$ cat config.mk
export PLATFORM = sky130hd
export DESIGN_NAME = imem_loader
export DESIGN_NICKNAME = d
export VERILOG_FILES = /design/src/rtl/imem_loader.sv
export SDC_FILE = /design/constraint.sdc
export NUM_CORES = 1
export LEC_CHECK = 0
export ABC_AREA = 0
export CAP_MARGIN = 0
export CORE_UTILIZATION = 35
export DETAILED_ROUTE_END_ITERATION = 8
export DONT_BUFFER_PORTS = 1
export GPL_TIMING_DRIVEN = 0
export PLACE_DENSITY = 0.53
export SYNTH_ARGS = -nofsm -noshare
export SYNTH_HDL_FRONTEND = slang
export SYNTH_SLANG_ARGS = --single-unit
export TNS_END_PERCENT = 5
$ cat constraint.sdc
create_clock -name clk -period 3.3 [get_ports clk]
set_input_delay 0.66 -clock clk [delete_from_list [all_inputs] [get_ports clk]]
set_output_delay 0.66 -clock clk [all_outputs]
set_load 0.02 [all_outputs]
$ cat src/rtl/imem_loader.sv
// Instruction-memory loader: assembles a big-endian byte stream into 32-bit words
// and writes them sequentially until a terminator word or a full memory ends the session.
module imem_loader #(
  parameter int unsigned DEPTH  = 1024,
  parameter int unsigned ADDR_W = 10
) (
  input  logic              clk,
  input  logic              reset,
  input  logic              start,
  input  logic              in_valid,
  input  logic [7:0]        in_byte,
  output logic              in_ready,
  output logic              wr_en,
  output logic [ADDR_W-1:0] wr_addr,
  output logic [31:0]       wr_data,
  output logic              busy,
  output logic              done,
  output logic              halt_seen,
  output logic              overflow,
  output logic [ADDR_W:0]   word_count
);

  localparam int unsigned CNT_W     = ADDR_W + 1;
  localparam logic [31:0] TERM_WORD = 32'hFFFF_FFFF;

  typedef enum logic [1:0] {
    IDLE    = 2'd0,
    COLLECT = 2'd1,
    WRITE   = 2'd2,
    DONE    = 2'd3
  } state_t;

  state_t      state;
  logic [1:0]  byte_idx;
  logic [23:0] word_buf;

  // Session FSM; every output is a register updated alongside the state.
  always_ff @(posedge clk) begin
    if (reset) begin
      state      <= IDLE;
      byte_idx   <= 2'd0;
      word_buf   <= 24'd0;
      in_ready   <= 1'b0;
      wr_en      <= 1'b0;
      wr_addr    <= '0;
      wr_data    <= 32'd0;
      busy       <= 1'b0;
      done       <= 1'b0;
      halt_seen  <= 1'b0;
      overflow   <= 1'b0;
      word_count <= '0;
    end else begin
      case (state)
        IDLE, DONE: begin
          if (start) begin
            state      <= COLLECT;
            byte_idx   <= 2'd0;
            wr_addr    <= '0;
            word_count <= '0;
            halt_seen  <= 1'b0;
            overflow   <= 1'b0;
            done       <= 1'b0;
            busy       <= 1'b1;
            in_ready   <= 1'b1;
          end
        end

        COLLECT: begin
          if (in_valid && in_ready) begin
            byte_idx <= byte_idx + 2'd1;
            // The fourth byte completes the word straight into the write register.
            case (byte_idx)
              2'd0: word_buf[23:16] <= in_byte;
              2'd1: word_buf[15:8]  <= in_byte;
              2'd2: word_buf[7:0]   <= in_byte;
              default: begin
                wr_data  <= {word_buf, in_byte};
                wr_en    <= 1'b1;
                in_ready <= 1'b0;
                state    <= WRITE;
              end
            endcase
          end
        end

        WRITE: begin
          wr_en      <= 1'b0;
          word_count <= word_count + CNT_W'(1);
          // Terminator check wins over the full-memory check.
          if (wr_data == TERM_WORD) begin
            state     <= DONE;
            halt_seen <= 1'b1;
            done      <= 1'b1;
            busy      <= 1'b0;
          end else if (wr_addr == ADDR_W'(DEPTH - 1)) begin
            state    <= DONE;
            overflow <= 1'b1;
            done     <= 1'b1;
            busy     <= 1'b0;
          end else begin
            wr_addr  <= wr_addr + ADDR_W'(1);
            in_ready <= 1'b1;
            state    <= COLLECT;
          end
        end

        default: state <= IDLE;
      endcase
    end
  end

endmodule

==> impl_metrics.tcl, run 1 <==
set metrics [dict create \
    numClockSinks 87 \
    worst_setup_path_start_kind "flop" \
    cts-hold-fix-buffers 0 \
    areaGrowthSynthToFinish_pct 10.5 \
    path_max_fanout 7 \
    r2r_end "overflow" \
    final-setup-viol-count 0 \
    post_drt_via_cell_ratio 5.12 \
    antenna_found_initial 0 \
    routedWlPerCell_um 15.1 \
    synth_nets 473 \
    reg2reg_setup_slack_ps 1030 \
    tightest_slew_ps 860 \
    final-seq-area_um2 1740 \
    worstSetupPathType "reg -> reg" \
    place_congestion 0.852 \
    grt_remaining_overflow 0 \
    endpoint_kind "flop" \
    fin_cells 600 \
    core.rowCount 36 \
    drtPass1Iterations 4 \
    drt_iter0_drc 122 \
    syn_inst 453 \
    hold_end "word_buf[13]" \
    fp.dieArea_um2 10600 \
    cts_tree "built" \
    nFillCells 1074 \
    min_period_ps 2270 \
    drtAntennaViolNets 0 \
    drc 0 \
    syn_avg_cell_area_um2 7.89 \
    max_cap_viol_count 0 \
    clock_path_buffers 2 \
    clk_latency_ps 350 \
    r2r-start "wr_data[4]" \
    post_cts_buffers 0 \
    grt_pass1_wl_mm 14.3 \
    synth_xor_area_share_pct 1.47 \
    yosysTopAreaCell "dfxtp_1" \
    fin_skew_ps 7.34 \
    post_dp_cell_area_um2 3740 \
    synth_flop_cell "dfxtp_1" \
    initial_utilization_pct 36.4 \
    io_buffers 0 \
    critPathRequiredTime_ps 3540 \
    hold_viol_final 0 \
    cts_root_buf "clkbuf_8" \
    synth_top_area_share_pct 48.7 \
    synth_area_um2 3580 \
    synth_adder_area_share_pct 2.80 \
    synth_top_family_by_area "simple AND/OR/NAND/NOR gates" \
    fmax_mhz 441 \
    synthMuxAreaShare_pct 0.980 \
    hpwl_mm 6.70 \
    htreeDepth 3 \
    fin_total_pwr_uw 2000 \
    hold_slack_ps 432 \
    vias 3070 \
    ys_warn_count 0 \
    async_flop_share_pct 0 \
    rr_worst_depth 5 \
    max_slew_margin_pct 42.2 \
    holdPathStages 2 \
    synth_common_cells "nand2_1, dfxtp_1, a21oi_1" \
    synthTopCellsByArea "dfxtp_1, nand2_1, a21oi_1" \
    peakVddDrop_mv 0.225 \
    fin_crit_sh_pct 68.7 \
    multi_input_area_um2 1720 \
    ys_ff_latch 87 \
    core_area_um2 9820 \
    synth-simple-area-share_pct 26.6 \
    dieHeight_um 103 \
    grt_pass1_vias 2830 \
    ios 71 \
    layout.nets 484 \
    tns_ps 0 \
    dp.cells 586 \
    wl_mm 9.05 \
    grt_setup_unrepaired "false" \
    ctsResizeCount 0 \
    yosysUniqueCellTypes 40 \
    dieWidth_um 103 \
    post-route-cell-area_um2 3950 \
    path_clk_slew_ps 80 \
    drive_gt1_share_pct 4.71 \
    status "completed" \
    grt_max_degree 15 \
    synth_most_common_cell "nand2_1" \
    p_leak_uw 0.00127 \
    track_usage_pct 17.8 \
    worstPathArrival_ps 2510 \
    slew_violations 0 \
    min_from "in_byte[5]" \
    n_antenna_cell 0 \
    cts_buffers 9 \
    synth-compound-area-share_pct 16.2 \
    power_density_nw_per_um2 506 \
    synth_enable_flop_cells 0 \
    worstHoldPathType "in -> reg" \
    yosysSeqAreaShare_pct 48.7 \
]
==> metal layers <==
layer | up-vias | global-route usage (%) | wire length (um)
met3 | 4 | 4.88 | 519
met4 | 0 | 5.53 | 59
met2 | 68 | 27.8 | 4080
met1 | 1432 | 23.9 | 4390
met5 | - | 0 | 0
li1 | 1566 | - | -
==> cell families (layout without fill, tap and decap cells) <==
logic type | after synthesis | in the layout
compound gates | 102 | 102
xor+xnor | 6 | 6
fa+ha+maj | 8 | 8
buf+inv | 30 | 44
flops | 87 | 87
mux | 3 | 3
simple gates | 217 | 217
==> state kept, by name, indices dropped and copies added (netlist names), 2 cells and up <==
signal / count
wr_addr: 10
wr_data: 32
word_buf: 24
state: 2
word_count: 11
byte_idx: 2
==> layout by cell type, fill, tap and decap left out, drive strengths merged, types with 2 or more instances in the layout <==
master    instances
a211oi            3
a21o              2
a21oi            70
a31oi             3
a32o              2
and2              6
and3              4
bufinv            2
clkbuf           29
clkinvlp          2
dfxtp            87
ha                8
inv              10
mux2i             2
nand2           140
nand3            12
nand4            14
nor2             20
nor2b             2
nor3              9
nor4              4
o211ai            3
o21ai             8
o31ai             3
or3               4
xnor2             4
xor2              2
==> per-stage QoR <==
step                utilization, %  setup WS (ps)
global placement              38.1           1010
CTS                           40.2           1010
global route                  40.2            839
detailed placement            38.1           1030
finish                        40.2           1030
floorplan                        -           1390
==> worst max-delay path by stage <==
stage | startpoint | end
4_1_cts | wr_data[17] | wr_addr[2]
2_1_floorplan | state[0] | word_count[10]
6_report | wr_data[4] | overflow
3_3_place_gp | wr_data[18] | overflow
5_1_grt | wr_addr[0] | wr_addr[3]
3_5_place_dp | wr_data[18] | wr_addr[2]
==> critical path, cell delays in order, from the launching register on <==
cell,delay [ps]
dfxtp_1,490
nand4_1,150
nor4_2,790
nand2_1,340
a21oi_1,260
o21ai_0,120
==> power breakdown <==
part	leakage (uW)	switching [uW]	internal, uW
combinational	0.000469	80.8	37.6
sequential	0.000702	22.9	1060
clock	0.0000978	375	421
total	0.00127	479	1520
==> cell type report <==
| class | count | area share [%] |
|---|---|---|
| Buffer | 21 | 2.03 |
| Clock buffer | 9 | 3.14 |
| Clock inverter | 5 | 2.12 |
| Inverter | 9 | 0.855 |
| Multi-Input combinational cell | 336 | 43.6 |
| Sequential cell | 87 | 44.1 |
| Tap cell | 133 | 4.21 |
Power figures use the tool's default switching activity.
==> inputs of run 2 (changes only) <==
==> constraint.sdc (replaced) <==
create_clock -name clk -period 2.32 [get_ports clk]
set_input_delay 0.464 -clock clk [delete_from_list [all_inputs] [get_ports clk]]
set_output_delay 0.464 -clock clk [all_outputs]
set_load 0.02 [all_outputs]
==> impl_metrics.tcl, run 2 (synthesis results as in run 1) <==
set metrics [dict create \
    status "completed" \
    reg2reg_setup_slack_ps 120 \
    clkPwrFrac_pct 39.7 \
    r2r_end "wr_addr[6]" \
    power_density_nw_per_um2 716 \
    utilization_pct 40.5 \
    r2r-start "state[0]" \
    numClockSinks 87 \
    antenna_found_initial 0 \
    worstHoldPathType "in -> reg" \
    p_sw_share_pct 23.9 \
    grt_pass1_wl_mm 14.3 \
    io_buffers 0 \
    min_from "in_byte[5]" \
    post_dp_cell_area_um2 3740 \
    place_congestion 0.852 \
    worstSetupPathType "reg -> reg" \
    drc 0 \
    ios 71 \
    hpwl_mm 6.70 \
    worst_setup_path_start_kind "flop" \
    finalWorstSetupSlack_ps 119 \
    cts-hold-fix-buffers 0 \
    endpoint_kind "flop" \
    clock_path_buffers 2 \
    met3WireLength_um 535 \
    holdPathStages 2 \
    final-seq-area_um2 1740 \
    dp_slack_ps 46.2 \
    drtPass1Iterations 4 \
    final_common_cell "nand2_1" \
    post_drt_via_cell_ratio 5.09 \
    post_cts_buffers 0 \
    hold_viol_final 0 \
    wl_met2_mm 4.05 \
    path_clk_slew_ps 90 \
    top_regs "wr_data x32, word_buf x24, word_count x11" \
    dieHeight_um 103 \
    grt_max_degree 15 \
    routedWlPerCell_um 15.1 \
    seq_power_share_pct 54.3 \
    cts_root_buf "clkbuf_8" \
    worst_path_most_repeated_cell "nand2_1" \
    initial_utilization_pct 36.4 \
    worstPathArrival_ps 2460 \
    nFillCells 1071 \
    cts_buffers 9 \
    tightest_slew_ps 596 \
    path_max_fanout 8 \
    areaGrowthSynthToFinish_pct 11.1 \
    n_antenna_cell 0 \
    vias 3053 \
    max_slew_margin_pct 60.3 \
    min_period_ps 2200 \
    track_usage_pct 17.8 \
    fin_total_pwr_uw 2840 \
    core_area_um2 9820 \
    internal_power_uw 2160 \
    highest_layer "met4" \
    max_cap_viol_count 0 \
    critPathSlowestCell "ha_1" \
    peakVddDrop_mv 0.319 \
    combPwrFrac_pct 6.0 \
    grt_setup_unrepaired "true" \
    crit_chain "inv_1 > ha_1 > or2b_1 > clkbuf_1 > nand2_1 > nor2_1 > nand2_1 > o31ai_1" \
    clk_latency_ps 350 \
    dieWidth_um 103 \
    wl_mm 9.03 \
    fmax_mhz 454 \
    critPathRequiredTime_ps 2580 \
    slew_violations 0 \
    cts_tree "built" \
    grt_remaining_overflow 0 \
    grt_pass1_vias 2830 \
    tns_ps 0 \
    fp.dieArea_um2 10600 \
    drive_gt1_share_pct 4.93 \
    slowest_delay_ps 400 \
    htreeDepth 3 \
    largest_reg_flops 32 \
    drt_iter0_drc 104 \
    core.rowCount 36 \
    wl_met1_mm 4.36 \
    hold_end "word_buf[13]" \
    post-route-cell-area_um2 3970 \
    layout.nets 484 \
    largest-register "wr_data" \
    fin_crit_sh_pct 94.9 \
    fin_skew_ps 7.19 \
    rr_worst_depth 8 \
    layout_common_cells "nand2_1, dfxtp_1, a21oi_1" \
    switchingPower_uw 680 \
    final-setup-viol-count 0 \
    p_leak_uw 0.00130 \
    drtAntennaViolNets 0 \
    multi_input_area_um2 1740 \
]
[run 2: cell type report]
type                    count  area share (%)
inverters                   9           0.850
plain buffers              21            2.02
clock inverters             5            2.11
clock buffers               9            3.12
multi-input cells         336            43.9
flip-flops and latches     87            43.8
well taps                 133            4.19
[run 2: timing repair]
action | CTS | global route
resized for setup | 0 | 3
endpoints found under the setup margin | 0 | 10
hold endpoints to repair | 0 | 0
[run 2: worst max-delay path, delay by kind of cell, from the launching register on]
kind	cells	cell delay (ps)
simple gates	4	720
flops	1	380
buf+inv	2	360
compound gates	1	250
fa+ha+maj	1	400
[run 2: metal layers]
metal  vias to the layer above  global-route usage (%)
met5                         -                       0
met1                      1416                    23.9
li1                       1565                       -
met4                         0                    5.53
met2                        65                    27.8
met3                         7                    4.88
[run 2: worst max-delay path by stage]
stage / start / endpoint / slack (ps) / cells past startpoint
floorplan: state[0] / word_count[10] / 410 / 7
finish: state[0] / wr_addr[6] / 120 / 8
global placement: wr_data[18] / overflow / 30 / 5
CTS: wr_data[17] / wr_addr[2] / 30 / 5
global route: state[0] / wr_addr[1] / -20 / 8
detailed placement: wr_data[18] / wr_addr[2] / 50 / 5
[run 2: metrics by stage]
stage	hold slack, ps	std cells
floorplan	432	453
global placement	447	586
detailed placement	448	586
CTS	219	600
global route	214	600
finish	236	600
[run 2: power by group through the flow]
stage | sequential (uW) | combinational (uW) | clock, uW
finish | 1540 | 170 | 1130
global route | 1550 | 190 | 1230
detailed placement | 1580 | 167 | 0
global placement | 1580 | 166 | 0
floorplan | 1570 | 127 | 0
CTS | 1540 | 168 | 1170
==> inputs of run 3 (changes only) <==
--- a/config.mk
+++ b/config.mk
@@ -8,6 +8,7 @@
 export ABC_AREA = 0
 export CAP_MARGIN = 0
 export CORE_UTILIZATION = 35
+export CTS_CLUSTER_DIAMETER = 40
 export DETAILED_ROUTE_END_ITERATION = 8
 export DONT_BUFFER_PORTS = 1
 export GPL_TIMING_DRIVEN = 0
==> results of run 3 <==
No change in the layout: final DEF, timing and power equal those of run 2.
==> variant, RTL diff (settings of run 2) <==
The parameter `ADDR_W` goes from 10 to 11.
--- a/src/rtl/imem_loader.sv
+++ b/src/rtl/imem_loader.sv
@@ -4,3 +4,3 @@
   parameter int unsigned DEPTH  = 1024,
-  parameter int unsigned ADDR_W = 10
+  parameter int unsigned ADDR_W = 11
 ) (
Ports: changed (resized word_count and wr_addr); port bits go from 71 to 73. The function was not compared with the original's and may differ.
==> variant against run 2 <==
Design area rose by 4.2%. Wire length rose by 9.4%. Sequential power rose by 3%. Clock power fell by 4%. Die area rose by 5.2%. Sequential share of layout area fell by 0.77 points. Power rose by 2.2%. Sequential cell count rose by 2. Non-clock buffer count rose by 3. Maximum frequency rose by 1.7%. Worst setup slack improved by 0.037 ns. First-iteration DRC count rose by 47%. Synthesized area rose by 5.3%. Critical path type unchanged.
==> variant: results (changes against run 2) <==
vias in the first global route 3044 (+7.6%); Worst EP arrival 2.44 ns (-0.02 ns); non-clock buffer area fraction after layout 2.54% (+0.52 points); crit-path leading delay family compound AO/OA/AOI/OAI gates; Total GRT Usage 18.5% (+0.66 points); met1 WL 4590 um (+5.2%); final core utilization 39.9% (-0.54 points); Logic inverters 8 (-1); Seq/Total Area, Yosys 47.3% (-1.4 points); initial antenna violation count 0 (unchanged); GR Util met2 27.4% (-0.44 points); clk_skew 0.0105 ns (+0.00330 ns); Vias/cell 5.21 (+2.5%); fraction of area in multi-input gates 44.9% (+1.0 points); routability cong. 0.797 (-6.4%); Post-Syn Nets 485 (+2.5%); DR WL met3 751 um (+40%); pre-CTS setup slack 0.120 ns (+0.0743 ns); GR Util met3 5.32% (+0.44 points); Synth warnings 0 (unchanged); biggest regs wr_data: 32 flops, word_buf: 24 flops, word_count: 12 flops; Synth area leaders dfxtp_1, nand2_1, a21oi_1; Slew @ Worst Pin 0.676 ns (+0.0806 ns); Mean Syn Cell Area 8.10 um2 (+2.6%); GR Layer Usage met1 24.8% (+0.88 points); VDD IR-drop max 261 uV (-18%); Synth top cells by count nand2_1, dfxtp_1, a21oi_1; Fill cells 1129 (+5.4%); Yosys cell types 47 (+18%); #FFs+latches synth 89 (+2.3%); final WL 9880 um (+9.4%); DR vias 3207 (+5.0%); fin nets 496 (+2.5%); DR WL met2 4400 um (+8.6%); leakage power 1.33 nW (+1.9%); Placed Area 3940 um2 (+5.2%); TritonRoute pass-1 iters 5 (+1); status complete, no violations; CP max stage delay 0.46 ns (+0.06 ns); slowest stage cell, crit path or4b_1
[variant: power by group]
part	total, mW	internal (mW)	switching, mW	leakage (nW)
Sequential	1.59	1.55	0.0377	0.718
Combinational	0.239	0.0811	0.158	0.519
Clock	1.08	0.519	0.560	0.0909
Total	2.91	2.15	0.756	1.33
[variant: logic make-up (layout without fill, tap and decap cells)]
| group | after synthesis | after routing | share of synthesized area (%) |
|---|---|---|---|
| adders and majority gates | 8 | 8 | 2.66 |
| AOI/OAI and AO/OA | 108 | 108 | 17.2 |
| buffers and inverters | 32 | 46 | 3.55 |
| DFF | 89 | 89 | 47.3 |
| muxes | 4 | 4 | 1.30 |
| xor gates and xnor gates | 9 | 9 | 2.09 |
| and+or+nand+nor | 215 | 215 | 25.9 |
[variant: worst paths after layout]
path | startpoint | endpoint | slack, ns
max reg2reg | state[0] | wr_addr[7] | 0.16
max | state[0] | wr_addr[7] | 0.16
min reg2reg | word_buf[22] | wr_data[30] | 0.46
min | in_byte[2] | word_buf[2] | 0.23
